`config.mk`:
```
export PLATFORM = sky130hd
export DESIGN_NAME = link_test_sequencer
export DESIGN_NICKNAME = d
export VERILOG_FILES = /design/src/rtl/link_test_sequencer.sv
export SDC_FILE = /design/constraint.sdc
export NUM_CORES = 1
export LEC_CHECK = 0
export BUFFER_PORTS_ARGS = -buffer_cell sky130_fd_sc_hd__buf_4
export CAP_MARGIN = 20
export CORE_MARGIN = 10
export CORE_UTILIZATION = 38
export DETAILED_ROUTE_END_ITERATION = 10
export HOLD_SLACK_MARGIN = 0.12
export PLACE_DENSITY = 0.66
export SYNTH_ARGS = -nofsm -noshare
export SYNTH_HDL_FRONTEND = slang
export SYNTH_SLANG_ARGS = --single-unit
```
`constraint.sdc`:
```
create_clock -name clk -period 8.45 [get_ports clk]
set_input_delay 0.4225 -clock clk [delete_from_list [all_inputs] [get_ports clk]]
set_output_delay 0.4225 -clock clk [all_outputs]
set_load 0.01 [all_outputs]
```
`src/rtl/link_test_sequencer.sv`:
```
// link_test_sequencer
//   Sequences one PRBS7 link bring-up and BER test on the 64-bit SERDES receive
//   path. It pulses the data-extractor reset, waits for word alignment (with a
//   bounded number of retries), lets the link settle, then sums the checker's
//   per-word bit-error count over a fixed window and reports pass/fail.
//
//   Optional feature macro: LTS_RELOCK_EN
//     defined   - loss of alignment during the measurement window re-enters
//                 WAIT_ALIGN and consumes one retry; the window then resumes.
//     undefined - loss of alignment during the window fails the test at once.
//
// Ports
//   clk         in   1      system clock, rising edge
//   reset_n     in   1      asynchronous active-low reset
//   start       in   1      start a test (only looked at in IDLE)
//   abort       in   1      abandon the test from any state
//   aligned     in   1      extractor word-alignment status
//   err_cnt     in   7      bit errors in the current 64-bit word
//   dext_reset  out  1      active-high reset to the data extractor
//   busy        out  1      high whenever state is not IDLE
//   state       out  3      IDLE=0 RESET=1 WAIT_ALIGN=2 SETTLE=3 MEASURE=4 DONE=5 FAIL=6
//   done        out  1      one-cycle pulse on return to IDLE from DONE/FAIL
//   pass        out  1      result of the last completed test
//   fail_code   out  2      0 none, 1 align timeout, 2 lost lock, 3 BER over threshold
//   retries     out  3      alignment retries used
//   win_err     out  CNT_W  saturating error sum over the window
module link_test_sequencer #(
  parameter int unsigned RST_CYCLES    = 16,
  parameter int unsigned ALIGN_TIMEOUT = 4096,
  parameter int unsigned SETTLE_CYCLES = 256,
  parameter int unsigned WINDOW_CYCLES = 1 << 20,
  parameter int unsigned ERR_THRESH    = 0,
  parameter int unsigned MAX_RETRIES   = 3,
  parameter int unsigned CNT_W         = 32
) (
  input  logic             clk,
  input  logic             reset_n,
  input  logic             start,
  input  logic             abort,
  input  logic             aligned,
  input  logic [6:0]       err_cnt,
  output logic             dext_reset,
  output logic             busy,
  output logic [2:0]       state,
  output logic             done,
  output logic             pass,
  output logic [1:0]       fail_code,
  output logic [2:0]       retries,
  output logic [CNT_W-1:0] win_err
);

  typedef enum logic [2:0] {
    S_IDLE       = 3'd0,
    S_RESET      = 3'd1,
    S_WAIT_ALIGN = 3'd2,
    S_SETTLE     = 3'd3,
    S_MEASURE    = 3'd4,
    S_DONE       = 3'd5,
    S_FAIL       = 3'd6
  } state_t;

  localparam logic [31:0]      RST_LAST    = 32'(RST_CYCLES - 1);
  localparam logic [31:0]      ALIGN_LAST  = 32'(ALIGN_TIMEOUT - 1);
  localparam logic [31:0]      SETTLE_LAST = 32'(SETTLE_CYCLES - 1);
  localparam logic [31:0]      WIN_LAST    = 32'(WINDOW_CYCLES - 1);
  localparam logic [2:0]       RETRY_MAX   = 3'(MAX_RETRIES);
  localparam logic [CNT_W-1:0] THRESH      = CNT_W'(ERR_THRESH);

  state_t           state_q, state_d;
  logic [31:0]      cnt_q, cnt_d;          // shared RESET / WAIT_ALIGN / SETTLE timer
  logic [31:0]      win_cnt_q, win_cnt_d;  // measurement-window position
  logic             rst_hold_q;            // keeps extractor in reset until first edge after reset_n
  logic             done_q, done_d;
  logic             pass_q, pass_d;
  logic [1:0]       fc_q, fc_d;
  logic [2:0]       retries_q, retries_d;
  logic [CNT_W-1:0] win_err_q, win_err_d;
  logic [CNT_W-1:0] win_err_sum;

  // Add one word's error count, sticking at all-ones instead of wrapping.
  function automatic logic [CNT_W-1:0] sat_add(input logic [CNT_W-1:0] a,
                                               input logic [6:0]       b);
    logic [CNT_W:0] s;
    s = {1'b0, a} + {{(CNT_W-6){1'b0}}, b};
    if (s[CNT_W]) return '1;
    return s[CNT_W-1:0];
  endfunction

  assign win_err_sum = sat_add(win_err_q, err_cnt);

  // State and result registers
  always_ff @(posedge clk or negedge reset_n) begin
    if (!reset_n) begin
      state_q    <= S_IDLE;
      cnt_q      <= '0;
      win_cnt_q  <= '0;
      rst_hold_q <= 1'b1;
      done_q     <= 1'b0;
      pass_q     <= 1'b0;
      fc_q       <= 2'd0;
      retries_q  <= 3'd0;
      win_err_q  <= '0;
    end else begin
      state_q    <= state_d;
      cnt_q      <= cnt_d;
      win_cnt_q  <= win_cnt_d;
      rst_hold_q <= 1'b0;
      done_q     <= done_d;
      pass_q     <= pass_d;
      fc_q       <= fc_d;
      retries_q  <= retries_d;
      win_err_q  <= win_err_d;
    end
  end

  // Next-state and result update
  always_comb begin
    state_d   = state_q;
    cnt_d     = cnt_q + 32'd1;
    win_cnt_d = win_cnt_q;
    done_d    = 1'b0;
    pass_d    = pass_q;
    fc_d      = fc_q;
    retries_d = retries_q;
    win_err_d = win_err_q;

    case (state_q)
      S_IDLE: begin
        cnt_d = '0;
        if (start && !abort) begin
          state_d   = S_RESET;
          win_cnt_d = '0;
          pass_d    = 1'b0;
          fc_d      = 2'd0;
          retries_d = 3'd0;
          win_err_d = '0;
        end
      end
      S_RESET: begin
        if (cnt_q == RST_LAST) begin
          state_d = S_WAIT_ALIGN;
          cnt_d   = '0;
        end
      end
      S_WAIT_ALIGN: begin
        // aligned is checked first so it wins over a coincident timeout
        if (aligned) begin
          state_d = S_SETTLE;
          cnt_d   = '0;
        end else if (cnt_q == ALIGN_LAST) begin
          cnt_d = '0;
          if (retries_q < RETRY_MAX) begin
            retries_d = retries_q + 3'd1;
            state_d   = S_RESET;
          end else begin
            fc_d    = 2'd1;
            state_d = S_FAIL;
          end
        end
      end
      S_SETTLE: begin
        if (!aligned) begin
          state_d = S_WAIT_ALIGN;
          cnt_d   = '0;
        end else if (cnt_q == SETTLE_LAST) begin
          state_d = S_MEASURE;
          cnt_d   = '0;
        end
      end
      S_MEASURE: begin
        // Lost lock is checked before window end so it takes priority on the last cycle.
        if (!aligned) begin
`ifdef LTS_RELOCK_EN
          // win_cnt is left alone so the window resumes after re-settling.
          if (retries_q < RETRY_MAX) begin
            retries_d = retries_q + 3'd1;
            state_d   = S_WAIT_ALIGN;
            cnt_d     = '0;
          end else begin
            fc_d    = 2'd2;
            state_d = S_FAIL;
          end
`else
          fc_d    = 2'd2;
          state_d = S_FAIL;
`endif
        end else begin
          win_err_d = win_err_sum;
          if (win_cnt_q == WIN_LAST) begin
            pass_d = (win_err_sum <= THRESH);
            if (win_err_sum <= THRESH) begin
              state_d = S_DONE;
            end else begin
              fc_d    = 2'd3;
              state_d = S_FAIL;
            end
          end else begin
            win_cnt_d = win_cnt_q + 32'd1;
          end
        end
      end
      S_DONE, S_FAIL: begin
        state_d = S_IDLE;
        done_d  = 1'b1;
      end
      default: begin
        state_d = S_IDLE;
      end
    endcase

    // Abort overrides everything outside IDLE; diagnostics are kept, pass is cleared.
    if (abort && (state_q != S_IDLE)) begin
      state_d   = S_IDLE;
      cnt_d     = '0;
      done_d    = 1'b0;
      pass_d    = 1'b0;
      fc_d      = fc_q;
      retries_d = retries_q;
      win_err_d = win_err_q;
    end
  end

  // Outputs
  always_comb begin
    dext_reset = rst_hold_q || (state_q == S_RESET);
    busy       = (state_q != S_IDLE);
    state      = state_q;
    done       = done_q;
    pass       = pass_q;
    fail_code  = fc_q;
    retries    = retries_q;
    win_err    = win_err_q;
  end

endmodule

```
== Yosys cells after proc, flatten, opt, wreduce, memory -nomap -nowiden ==
Cells that the tools add are included.

* Register bits: 107
* Output and inout port bits: 44
* Word-level logic and storage cells: 107

* Add/subtract/negate cells: 4
* Order comparisons: 2
* Equal/unequal tests: 26
* Multiplexer cells: 48
* Bitwise operators: 1
* Reductions and logical operators: 17

{| class="wikitable"
|+ Operator list
! cell !! count
|-
| $mux 32 || 12
|-
| $pmux 32 s2 || 2
|-
| $pmux 32 s4 || 1
|-
| $add 32x1->32 const B || 2
|-
| $mux 3 || 14
|-
| $add 32x7->33 || 1
|-
| $eq 32x12->1 const B || 1
|-
| $eq 32x20->1 const B || 1
|-
| $eq 32x4->1 const B || 1
|-
| $eq 32x8->1 const B || 1
|-
| $le 32x1->1 const B || 1
|-
| $ne 3x3->1 const B || 6
|-
| $mux 2 || 8
|-
| $pmux 3 s5 || 1
|-
| $ne 2x2->1 const B || 7
|-
| $ne 4x4->1 const B || 3
|-
| $reduce_and 4->1 || 3
|-
| $eq 3x3->1 const B || 3
|-
| $reduce_bool 3->1 || 3
|-
| $reduce_and 8->1 || 1
|-
| $mux 1 || 7
|-
| $eq 3x2->1 const B || 2
|-
| $pmux 2 s3 || 1
|-
| $pmux 3 s2 || 1
|-
| 13 further kinds || 15
|}

== Logic depth before layout (Yosys ltp) ==
* Depth in word-level cells: 9
* Depth in mapped cells: 10
* Mapped depth without buffers: 9

== Worst setup path after synthesis ==
No wires, ideal clock.

* Path kind: input port to flip-flop
* From: in err_cnt[0]
* To: reg fc_q[1], in the netlist fail_code[1]
* Setup time: 140 ps
* Arrival time: 2,706 ps
* Path slack: 5,604 ps
* Stages: 10
* Buffers on the path: 1
* Path through: ha_1 -> fa_1 -> a211oi_2 -> or3_1 -> buf_6 -> a211oi_4 -> nand2b_1 -> a2111oi_0 -> and4b_1 -> a41oi_1

* Word-level cells in the longest chain between the ends: 6

{| class="wikitable"
|+ Ends and longest elaborated chain
! element !! line !! RTL
|-
| from (decl) || 41 || <nowiki>input logic [6:0] err_cnt,</nowiki>
|-
| $add 32x7->33 (*) || 84 || <nowiki>s = {1'b0, a} + {{(CNT_W-6){1'b0}}, b};</nowiki>
|-
| $mux 1 || 85 || <nowiki>if (s[CNT_W]) return '1;</nowiki>
|-
| $mux 32 (*) || 86 || <nowiki>return s[CNT_W-1:0];</nowiki>
|-
| $le 32x1->1 (*) || 191 || <nowiki>if (win_err_sum <= THRESH) begin</nowiki>
|-
| $ne 3x3->1 (no source line) (*) || - ||
|-
| $reduce_and 8->1 (no source line) (*) || - ||
|-
| to (signal assigned) || 100 || <nowiki>fc_q <= 2'd0;</nowiki>
|-
| to (signal assigned) || 110 || <nowiki>fc_q <= fc_d;</nowiki>
|-
| to (decl) || 75 || <nowiki>logic [1:0] fc_q, fc_d;</nowiki>
|}

Every way passes the cells marked *; elsewhere a longest branch is shown, timed or not.
A chain may end at the register's enable or synchronous reset.

== Worst setup path after layout ==
* From: reg win_err_q[0], in the netlist win_err[0]
* To: reg fc_q[1], in the netlist fail_code[1]

* Word-level cells in the longest chain between the ends: 6

{| class="wikitable"
|+ Ends and longest elaborated chain
! element !! line !! RTL
|-
| from (decl) || 77 || <nowiki>logic [CNT_W-1:0] win_err_q, win_err_d;</nowiki>
|-
| from (signal assigned) || 112 || <nowiki>win_err_q <= win_err_d;</nowiki>
|-
| $add 32x7->33 (*) || 84 ||
|-
| $mux 1 || 85 ||
|-
| $mux 32 (*) || 86 ||
|-
| $le 32x1->1 (*) || 191 ||
|-
| $ne 3x3->1 (no source line) (*) || - ||
|-
| $reduce_and 8->1 (no source line) (*) || - ||
|}

Marked as above.

==> metrics.txt <==
status finished, final reports clean; Avg Cell Area, Syn 8.36 um2; area grow syn2layout 11.5%; die area 24100 um2; Fmax 274 MHz; Relative slew margins 31.5%; Setup CP Type reg -> reg; first-pass GRT wire length 30600 um; crit start category flop; Root Driver clkbuf_16; worst endpoint required time 8680 ps; DR DRC count 0; via count 6138; Final HPWL DP 12900 um; Final Skew 10.8 ps; Die Y-Extent 155 um; top-area cell type share of the netlist area 38.1%; Worst setup EP type flop; Leak 3.22 nW; Sink Count 107; Critical Path Slowest Stage Cell a2111oi_0; Synth Flop Type dfrtp_1; most frequent cells in the layout 108 x nor2_1, 106 x dfrtp_1, 93 x nand2_1; critical path's largest stage delay 590 ps; Post-synth EDFFs 0; worst path bufs/invs 0; share of cells above drive strength 1 12.0%; clk slew on worst S/H paths 70 ps; Worst R2R Path Depth 9; most area-consuming cells after synthesis dfrtp_1 38%, nor2_1 5.9%, nand2_1 5.0%, xnor2_1 4.9%, o21ai_0 4.2%; final wirelength 18200 um; hold path endpoint fail_code[1]; worst-path fanout max 19; reg-to-reg endpoint fail_code[1]; CTS Buf Count 9; crit path from win_err[0]; vias per inst 5.61; initial antenna violation count 0; worst skew pair latency 360 ps; Row Count 49; VDD IR max 0.107 mV; number of max-cap violations 0; Syn. warnings 0; dpl ws 4820 ps; Tot GR Track Use 15.1%; WL/cell 16.6 um; Slew @ Worst Pin 1030 ps; Worst Hold Depth 2; largest net degree at the start of global routing 72; Syn Nets 856; final setup vio count 0; Top delay family on crit path compound AO/OA/AOI/OAI gates; # nets final 883; io pins 56; setup TNS 0 ps; total gr overflow 0; ordered cell list for the critical path ha_1 -> fa_1 -> a211oi_2 -> or3_1 -> a211oi_4 -> nand2b_1 -> a2111oi_0 -> and4b_1 -> a41oi_1; Final ANT Viol Nets 0; Fin. Hold Viols 0; Data arrival, critical path 3880 ps; # Post-CTS Setup Buffers 0; Post-Syn Area 6960 um2; GP Congestion 0.943; vias in the first global route 5966; Syn Inst Count 833; Die X 155 um; min-delay src aligned; Synth async-reset ratio 100%; PD cells 148 nW/um2; commonest non-fill, non-tap cell in the layout nor2_1; Pwr Total 1.15 mW; antenna cells 0; TritonCTS clock tree done; R2R setup slack 4800 ps; H-tree depth 3; DRT iter0 DRCs 526; number of buffers added on ports 55; sequential share of the synthesized area 38.5%; initial core utilization 38.6%; 1st-pass router iterations 6; core area 18000 um2; Yosys reg bits 107; Final Cycle Share 43.2%; reg2reg start win_err[0]; area leader, netlist dfrtp_1; hold crit path type in -> reg; post-layout minimum cycle time 3650 ps; Cell variety after synth 80; RSZ-0062 raised after global routing no; Max Root-Sink Buffers 2; Final Worst Setup Slack 4800 ps; Slew Viols, Final 0
## cell type report
class | count | area (um2)
timing repair buffer | 61 | 460
tap | 229 | 287
clock buffer | 12 | 256
fill | 1832 | 10300
inverter | 31 | 116
sequential | 107 | 2680
multi-input combinational | 650 | 3940
clock inverter | 4 | 31.3
## per-layer routing
| layer | vias up | track usage [%] | wire [um] |
|---|---|---|---|
| met3 | 18 | 3.28 | 1120 |
| met4 | 0 | 4.55 | 242 |
| met1 | 2906 | 20.9 | 8650 |
| met2 | 191 | 23.0 | 8200 |
| met5 | - | 0 | 0 |
| li1 | 3023 | - | - |
## cell families after synthesis
logic type	synth area share, %
and+or+nand+nor	25.9
muxes	0.593
xor gates and xnor gates	8.55
buffers and inverters	5.12
AOI/OAI and AO/OA	19.2
other	0.0539
adders and majority gates	2.08
DFF	38.5
## metrics by stage
step | instance area (um2) | cells | util (%) | hold slack (ps)
finish | 7770 | 1094 | 43.1 | 322
global route | 7770 | 1094 | 43.1 | 342
CTS | 7770 | 1094 | 43.1 | 312
detailed placement | 7470 | 1077 | 41.4 | 419
global placement | 7470 | 1077 | 41.4 | 415
floorplan | 6960 | 833 | - | 127
## what timing repair did
item	in CTS	in global routing
endpoints found under the hold margin	35	0
resized for setup	0	0
hold buffers	1	0
## flip-flops by register name, summed over array words and instances (netlist names), 2 cells and up
| register | flops |
|---|---|
| cnt_q | 32 |
| state | 3 |
| win_err | 32 |
| retries | 3 |
| win_cnt_q | 32 |
| fail_code | 2 |
## worst max path at each step
stage | to | slack [ps] | cells past startpoint
floorplan | fail_code[1] | 5600 | 10
global placement | fail_code[1] | 4870 | 10
detailed placement | fail_code[1] | 4820 | 10
CTS | fail_code[1] | 4950 | 9
global route | fail_code[1] | 4590 | 9
finish | fail_code[1] | 4800 | 9
## cell usage after synthesis, types with 7 or more instances
cell type / instances
clkbuf_1: 26
and3_1: 16
or3_1: 13
nor3_1: 28
nand3_1: 37
a21oi_1: 44
ha_1: 10
inv_1: 31
o211ai_1: 8
a31oi_1: 10
xnor2_1: 39
o21ai_0: 59
xor2_1: 29
a211oi_1: 8
nor2_1: 109
nor4_1: 14
nand4_1: 13
and4_1: 7
dfrtp_1: 106
buf_4: 9
and2_1: 7
nand2_1: 93
a21o_1: 7
## power breakdown
part,internal (mW),leakage [nW],total [mW],switching [mW]
Clock,0.219,0.144,0.420,0.201
Sequential,0.522,1.49,0.541,0.0191
Combinational,0.0620,1.59,0.189,0.127
No activity file was read; power rests on OpenSTA's default activity.
